**src/rtl/error_capture_sequencer.sv**
```systemverilog
// rtl/error_capture_sequencer.sv - Captures one frame of per-BPM X/Y errors and paces them out to the converter
module error_capture_sequencer #(
  parameter int INDEX_WIDTH   = 9,
  parameter int MAX_COUNT     = 32,
  parameter int WRITE_SPACING = 4
) (
  input  logic                   clk,
  input  logic                   reset,
  input  logic                   configStrobe,
  input  logic                   controlStrobe,
  input  logic [31:0]            csrData,
  output logic [31:0]            status,
  input  logic                   frameStart,
  input  logic                   frameEnd,
  input  logic                   sampleValid,
  input  logic [INDEX_WIDTH-1:0] sampleIndex,
  input  logic [31:0]            sampleX,
  input  logic [31:0]            sampleY,
  output logic                   errorStrobe,
  output logic [31:0]            errorData
);

  localparam int CNT_W  = $clog2(MAX_COUNT + 1);
  localparam int SLOT_W = (MAX_COUNT > 1) ? $clog2(MAX_COUNT) : 1;
  localparam int PTR_W  = CNT_W + 1;
  localparam int OFS_W  = INDEX_WIDTH + 1;
  localparam int PACE_W = $clog2(WRITE_SPACING);
  localparam logic [31:0] MISSING_WORD = 32'h8000_0000;

  typedef enum logic [2:0] {
    S_IDLE,
    S_ARMED,
    S_CAPTURE,
    S_DRAIN,
    S_DONE
  } state_t;

  state_t                 state;
  state_t                 next_state;
  logic [INDEX_WIDTH-1:0] first_index;
  logic [CNT_W-1:0]       win_count;
  logic [MAX_COUNT-1:0]   slot_valid;
  logic [31:0]            x_buf [MAX_COUNT];
  logic [31:0]            y_buf [MAX_COUNT];
  logic [PTR_W-1:0]       rd_ptr;
  logic [PACE_W-1:0]      pace;
  logic [31:0]            rd_word;
  logic                   rd_present;
  logic [7:0]             words_emitted;
  logic [15:0]            frame_count;
  logic                   missing_flag;
  logic                   overrun_flag;
  logic                   do_read;
  logic                   do_strobe;

  logic ctrl_arm, ctrl_abort, ctrl_clear;
  assign ctrl_arm   = controlStrobe & csrData[0];
  assign ctrl_abort = controlStrobe & csrData[1];
  assign ctrl_clear = controlStrobe & csrData[2];

  // Bits of the CSR word that carry no meaning for this block
  logic unused_csr_bits;
  assign unused_csr_bits = ^{csrData[31:24], csrData[15:INDEX_WIDTH]};

  // Clamp the requested window length into 1..MAX_COUNT
  logic [7:0]       cfg_raw;
  logic [CNT_W-1:0] cfg_count;
  assign cfg_raw = csrData[23:16];
  always_comb begin
    cfg_count = CNT_W'(MAX_COUNT);
    if (cfg_raw == 8'd0) begin
      cfg_count = CNT_W'(1);
    end else if ({24'd0, cfg_raw} <= 32'(MAX_COUNT)) begin
      cfg_count = CNT_W'(cfg_raw);
    end
  end

  // Window test is done on the unwrapped difference so first+count never wraps the index space
  logic [OFS_W-1:0]  offset;
  logic              in_window;
  logic              capture_wr;
  logic [SLOT_W-1:0] slot_wr;
  assign offset     = {1'b0, sampleIndex} - {1'b0, first_index};
  assign in_window  = ~offset[OFS_W-1] && (offset < OFS_W'(win_count));
  assign capture_wr = (state == S_CAPTURE) && sampleValid && in_window;
  assign slot_wr    = offset[SLOT_W-1:0];

  logic [PTR_W-1:0]  last_ptr;
  logic [SLOT_W-1:0] rd_slot;
  assign last_ptr = {win_count, 1'b0} - PTR_W'(1);
  assign rd_slot  = rd_ptr[SLOT_W:1];

  // State register
  always_ff @(posedge clk or posedge reset) begin
    if (reset) begin
      state <= S_IDLE;
    end else begin
      state <= next_state;
    end
  end

  // Next-state and drain phase decode; abort overrides everything and kills any pending strobe
  always_comb begin
    next_state = state;
    do_read    = 1'b0;
    do_strobe  = 1'b0;
    case (state)
      S_IDLE:    if (ctrl_arm) next_state = S_ARMED;
      S_ARMED:   if (frameStart) next_state = S_CAPTURE;
      S_CAPTURE: if (frameEnd || frameStart) next_state = S_DRAIN;
      S_DRAIN: begin
        do_read   = (pace == '0);
        do_strobe = (pace == PACE_W'(1));
        if (do_strobe && (rd_ptr == last_ptr)) next_state = S_DONE;
      end
      S_DONE:    next_state = S_IDLE;
      default:   next_state = S_IDLE;
    endcase
    if (ctrl_abort) begin
      next_state = S_IDLE;
      do_read    = 1'b0;
      do_strobe  = 1'b0;
    end
  end

  // Sample storage; contents are only trusted where slot_valid is set
  always_ff @(posedge clk) begin
    if (capture_wr) begin
      x_buf[slot_wr] <= sampleX;
      y_buf[slot_wr] <= sampleY;
    end
  end

  // Config, flags, slot-valid tracking, drain pacing and output words
  always_ff @(posedge clk or posedge reset) begin
    if (reset) begin
      first_index   <= '0;
      win_count     <= '0;
      slot_valid    <= '0;
      rd_ptr        <= '0;
      pace          <= '0;
      rd_word       <= '0;
      rd_present    <= 1'b0;
      words_emitted <= '0;
      frame_count   <= '0;
      missing_flag  <= 1'b0;
      overrun_flag  <= 1'b0;
      errorStrobe   <= 1'b0;
      errorData     <= '0;
    end else begin
      errorStrobe <= 1'b0;

      if (configStrobe && (state == S_IDLE)) begin
        first_index <= csrData[INDEX_WIDTH-1:0];
        win_count   <= cfg_count;
      end

      if (ctrl_clear) begin
        missing_flag <= 1'b0;
        overrun_flag <= 1'b0;
      end
      if ((state == S_CAPTURE) && frameStart) overrun_flag <= 1'b1;

      if ((state == S_ARMED) && frameStart) begin
        slot_valid <= '0;
      end else if (capture_wr) begin
        slot_valid[slot_wr] <= 1'b1;
      end

      if (state != S_DRAIN) begin
        pace   <= '0;
        rd_ptr <= '0;
      end else if (pace == PACE_W'(WRITE_SPACING - 1)) begin
        pace <= '0;
      end else begin
        pace <= pace + PACE_W'(1);
      end

      if ((state == S_CAPTURE) && (next_state == S_DRAIN)) words_emitted <= '0;

      if (do_read) begin
        rd_word    <= rd_ptr[0] ? y_buf[rd_slot] : x_buf[rd_slot];
        rd_present <= slot_valid[rd_slot];
      end

      if (do_strobe) begin
        errorStrobe   <= 1'b1;
        errorData     <= rd_present ? rd_word : MISSING_WORD;
        rd_ptr        <= rd_ptr + PTR_W'(1);
        words_emitted <= words_emitted + 8'd1;
        if (!rd_present) missing_flag <= 1'b1;
      end

      if (state == S_DONE) frame_count <= frame_count + 16'd1;
    end
  end

  assign status = {frame_count, words_emitted, 4'b0000, overrun_flag, missing_flag,
                   (state == S_ARMED), ((state == S_CAPTURE) || (state == S_DRAIN))};

endmodule
```
**config.mk**
```make
export PLATFORM = sky130hd
export DESIGN_NAME = error_capture_sequencer
export DESIGN_NICKNAME = d
export VERILOG_FILES = /design/src/rtl/error_capture_sequencer.sv
export SDC_FILE = /design/constraint.sdc
export NUM_CORES = 2
export LEC_CHECK = 0
export BUFFER_PORTS_ARGS = -buffer_cell sky130_fd_sc_hd__buf_4
export CORE_MARGIN = 5
export CORE_UTILIZATION = 54
export CTS_BUF_LIST = sky130_fd_sc_hd__clkbuf_2 sky130_fd_sc_hd__clkbuf_4 sky130_fd_sc_hd__clkbuf_8
export DETAILED_ROUTE_END_ITERATION = 10
export PLACE_DENSITY = 0.79
export SLEW_MARGIN = 10
export SYNTH_ARGS = -nofsm -noshare
export SYNTH_HDL_FRONTEND = slang
export SYNTH_SLANG_ARGS = --single-unit
```
**constraint.sdc**
```tcl
create_clock -name clk -period 9.13 [get_ports clk]
set_input_delay 1.826 -clock clk [delete_from_list [all_inputs] [get_ports clk]]
set_output_delay 1.826 -clock clk [all_outputs]
set_load 0.01 [all_outputs]
```
==> run metrics <==
first-pass GRT wire length 295000 um; initial core utilization a little over half; Synth warnings 0; Sw Share 23.2%; drt first-iter violations 5603; postcts setup bufs 0; die width 407 um; Tot Pwr 20.8 mW; final net count 4850; DP Area 0.0891 mm^2; met2 wire length 93400 um; routed via count divided by cell count roughly 6.4; core area 0.156 mm^2; Worst Path Required roughly 9.8 ns; hold crit path type reg -> reg; CTS tree yes; Post-synth EDFFs 2048; GRT Total Usage approximately 24%; xor and xnor fraction of the mapped netlist area less than 1%; H-tree levels 5; Max Freq 0.163 GHz; fin crit period 6.13 ns; Post-CTS Resized 0; main combinational cell family by area after synthesis multiplexers; Worst R2R Setup Slack 3.61 ns; Root Buffer Master clkbuf_8; simple-gate area share of the yosys netlist under 10%; P&R area growth vs syn 12.4%; Int Pwr 16.0 mW; IO Pins 177; largest net degree at the start of global routing 142; Hold-fix buffers, CTS 0; total negative slack 0 ns; register area share after synthesis approximately 77%; RSZ-0062 raised after global routing no; Port Buf Inserts 157; worst slew pin tran 1.21 ns; Antenna Violating Nets Remaining 0; CTS sink count 2199; Final Hold Viols 0; maximum root-to-sink buffer count 4; Finished Cell Area around 0.096 mm^2; WP data arrival between 6 and 7 ns; adder-cell share of the synthesized area 0.332%; M1 WL 76500 um; Rows between 100 and 150; fin worst setup slack 3.00 ns; Async SR Flop Fraction 6.87%; period utilization 67.1%; status completed; GR Overflow Total 0; met3 wire length 24100 um; vias in the first global route between 40000 and 50000; Die Area approximately 0.17 mm^2; LEAKAGE 30.2 nW; clk slew on worst S/H paths 0.06 ns; initial antenna violation count 8; Top Layer Used met5; Post-Syn Area about 0.085 mm^2; First-pass DRT Iterations 6; #FFs+latches synth approximately 2200; Syn Inst Count 4372; VDD IR max 0.000179 V; Rel. slew slack 19.5%; layout cells sized above 1 28.3%; CTS buffer count roughly 350; # DRC 0; Synth Area in Compound Gates 4.45%; Worst Setup Start Kind input port; WL final 201000 um; Psw 4.81 mW; endpoint class of the critical path flop; Die H 407 um; Via Count 45068; maxcap violations 0; average size of a mapped cell around 20 um^2; routed length per instance about 29 um; Clock Latency Late Sink 1.05 ns; Detailed Place HPWL 104000 um; mux contribution to synthesized area 13.9%; synth unique cells 67; fill cell total of the finished layout 10428; Place WS 2.08 ns; Slew Limit Fails 0; setup violators final 0; combinational power share 6.8%; clock network power share 38.2%; main flop type after synthesis edfxtp_1; PwrDens 217 mW/mm^2; Crit Path Class in -> reg; Flop pwr share 55.0%; CP max FO 32; GPL Wtd Cong 0.825; Worst Skew a little over 0.08 ns
[critical path: stages]
cell,delay [ns]
buf_4,0.11
inv_1,0.06
ha_1,0.19
inv_1,0.06
fa_1,0.51
a21o_1,0.20
a21oi_1,0.17
xor2_1,0.50
inv_1,0.14
ha_1,0.34
a21o_1,0.19
a21oi_1,0.24
o211ai_4,0.10
buf_4,0.28
or4_4,0.59
nor2_4,0.90
buf_12,0.32
[routing by layer]
metal	track usage, %	vias up
met1	33.5	23090
li1	-	18706
met4	9.47	6
met3	6.97	435
met5	0	-
met2	37.3	2831
[synth_stat cells, types with 4 or more instances]
| library cell | instances | area [um^2] |
|---|---|---|
| nand2_1 | 163 | 612 |
| nand4_1 | 5 | 31.3 |
| a221oi_1 | 66 | 578 |
| xor2_1 | 12 | 105 |
| o21a_1 | 18 | 135 |
| buf_4 | 18 | 135 |
| clkbuf_1 | 136 | 510 |
| nor3_1 | 73 | 365 |
| inv_1 | 32 | 120 |
| a21o_1 | 5 | 37.5 |
| a211oi_1 | 4 | 30.0 |
| nor2b_1 | 4 | 25.0 |
| a21oi_1 | 11 | 55.1 |
| nor2_1 | 34 | 128 |
| buf_1 | 35 | 131 |
| o2111ai_1 | 35 | 307 |
| nand3_1 | 81 | 405 |
| a31oi_1 | 4 | 25.0 |
| nand3b_1 | 6 | 45.0 |
| o31ai_1 | 8 | 60.1 |
| nor3b_1 | 4 | 30.0 |
| buf_2 | 72 | 360 |
| edfxtp_1 | 2048 | 61500 |
| mux4_2 | 265 | 5970 |
| o211a_1 | 32 | 320 |
| ha_1 | 21 | 263 |
| mux2i_1 | 259 | 2590 |
| a22oi_1 | 32 | 240 |
| o21ai_0 | 41 | 205 |
| and3_1 | 8 | 50.1 |
| nor4_1 | 62 | 388 |
| mux2_2 | 289 | 3250 |
| or2_2 | 6 | 37.5 |
| xnor2_1 | 19 | 166 |
| nand2b_1 | 10 | 62.6 |
| dfrtp_1 | 151 | 3780 |
| o22ai_1 | 257 | 1610 |
[final timing paths]
kind / start / to / cells after the start
max: sampleIndex[0] / x_buf[8][9]$_DFFE_PP_ / 17
min: errorData[28]$_DFFE_PP0P_ / errorData[28]$_DFFE_PP0P_ / 2
max reg2reg: first_index[0]$_DFFE_PP0P_ / x_buf[8][9]$_DFFE_PP_ / 15
min reg2reg: errorData[28]$_DFFE_PP0P_ / errorData[28]$_DFFE_PP0P_ / 2
max in group asynchronous: reset / rd_word[4]$_DFFE_PP0P_ / 3
min in group asynchronous: reset / frame_count[10]$_DFFE_PP0N_ / 2
[stage by stage]
stage | hold WS, ns | utilization [%] | std cells
6_report | 0.472 | 61.2 | 7028
5_1_grt | 0.495 | 61.2 | 7026
4_1_cts | 0.478 | 61.2 | 7023
3_5_place_dp | 0.464 | 57.0 | 6426
3_3_place_gp | 0.452 | 57.0 | 6426
2_1_floorplan | 0.443 | - | 4375
[flip-flops by register name (all words and copies together) (netlist names)]
signal	count
frame_count	16
errorStrobe	1
rd_present	1
x_buf	1024
pace	2
overrun_flag	1
y_buf	1024
missing_flag	1
rd_ptr	7
slot_valid	32
win_count	6
state	3
errorData	32
rd_word	32
first_index	9
words_emitted	8
[logic make-up after synthesis]
logic type      after synthesis
flops                      2199
mux                         813
compound gates              532
simple gates                478
buf+inv                     296
xor+xnor                     31
fa+ha+maj                    22
other cells                   1
[cells in the final DEF, fill, tap and decap left out, types with 34 or more instances in the layout]
cell | Yosys | layout
a221oi_1 | 66 | 66
buf_4 | 18 | 228
clkbuf_4 | 0 | 117
clkbuf_8 | 0 | 367
clkinv_1 | 0 | 72
dfrtp_1 | 151 | 147
edfxtp_1 | 2048 | 2048
mux2_2 | 289 | 289
mux2i_1 | 259 | 259
mux4_2 | 265 | 265
nand2_1 | 163 | 161
nand3_1 | 81 | 80
nor3_1 | 73 | 73
nor4_1 | 62 | 34
o2111ai_1 | 35 | 35
o21ai_0 | 41 | 41
o22ai_1 | 257 | 257
[cell type report]
class / count / area, um^2 / share of cell area (%)
Tap cell: 2058 / 2570 / 2.69
Clock inverter: 113 / 606 / 0.633
Sequential cell: 2199 / 65300 / 68.2
Clock buffer: 484 / 5930 / 6.20
Multi-Input combinational cell: 1880 / 18800 / 19.7
Timing Repair Buffer: 257 / 2290 / 2.40
Antenna cell: 5 / 12.5 / 0.0131
Inverter: 32 / 125 / 0.131
[power groups by stage]
stage / clock network (mW) / registers, mW / logic [mW]
4_1_cts: 8.03 / 11.4 / 1.40
6_report: 7.92 / 11.4 / 1.42
2_1_floorplan: 0 / 11.5 / 0.753
5_1_grt: 8.53 / 11.4 / 1.53
3_5_place_dp: 0 / 11.6 / 1.39
3_3_place_gp: 0 / 11.6 / 1.34
Note: power is estimated with default switching activity, not from simulation.
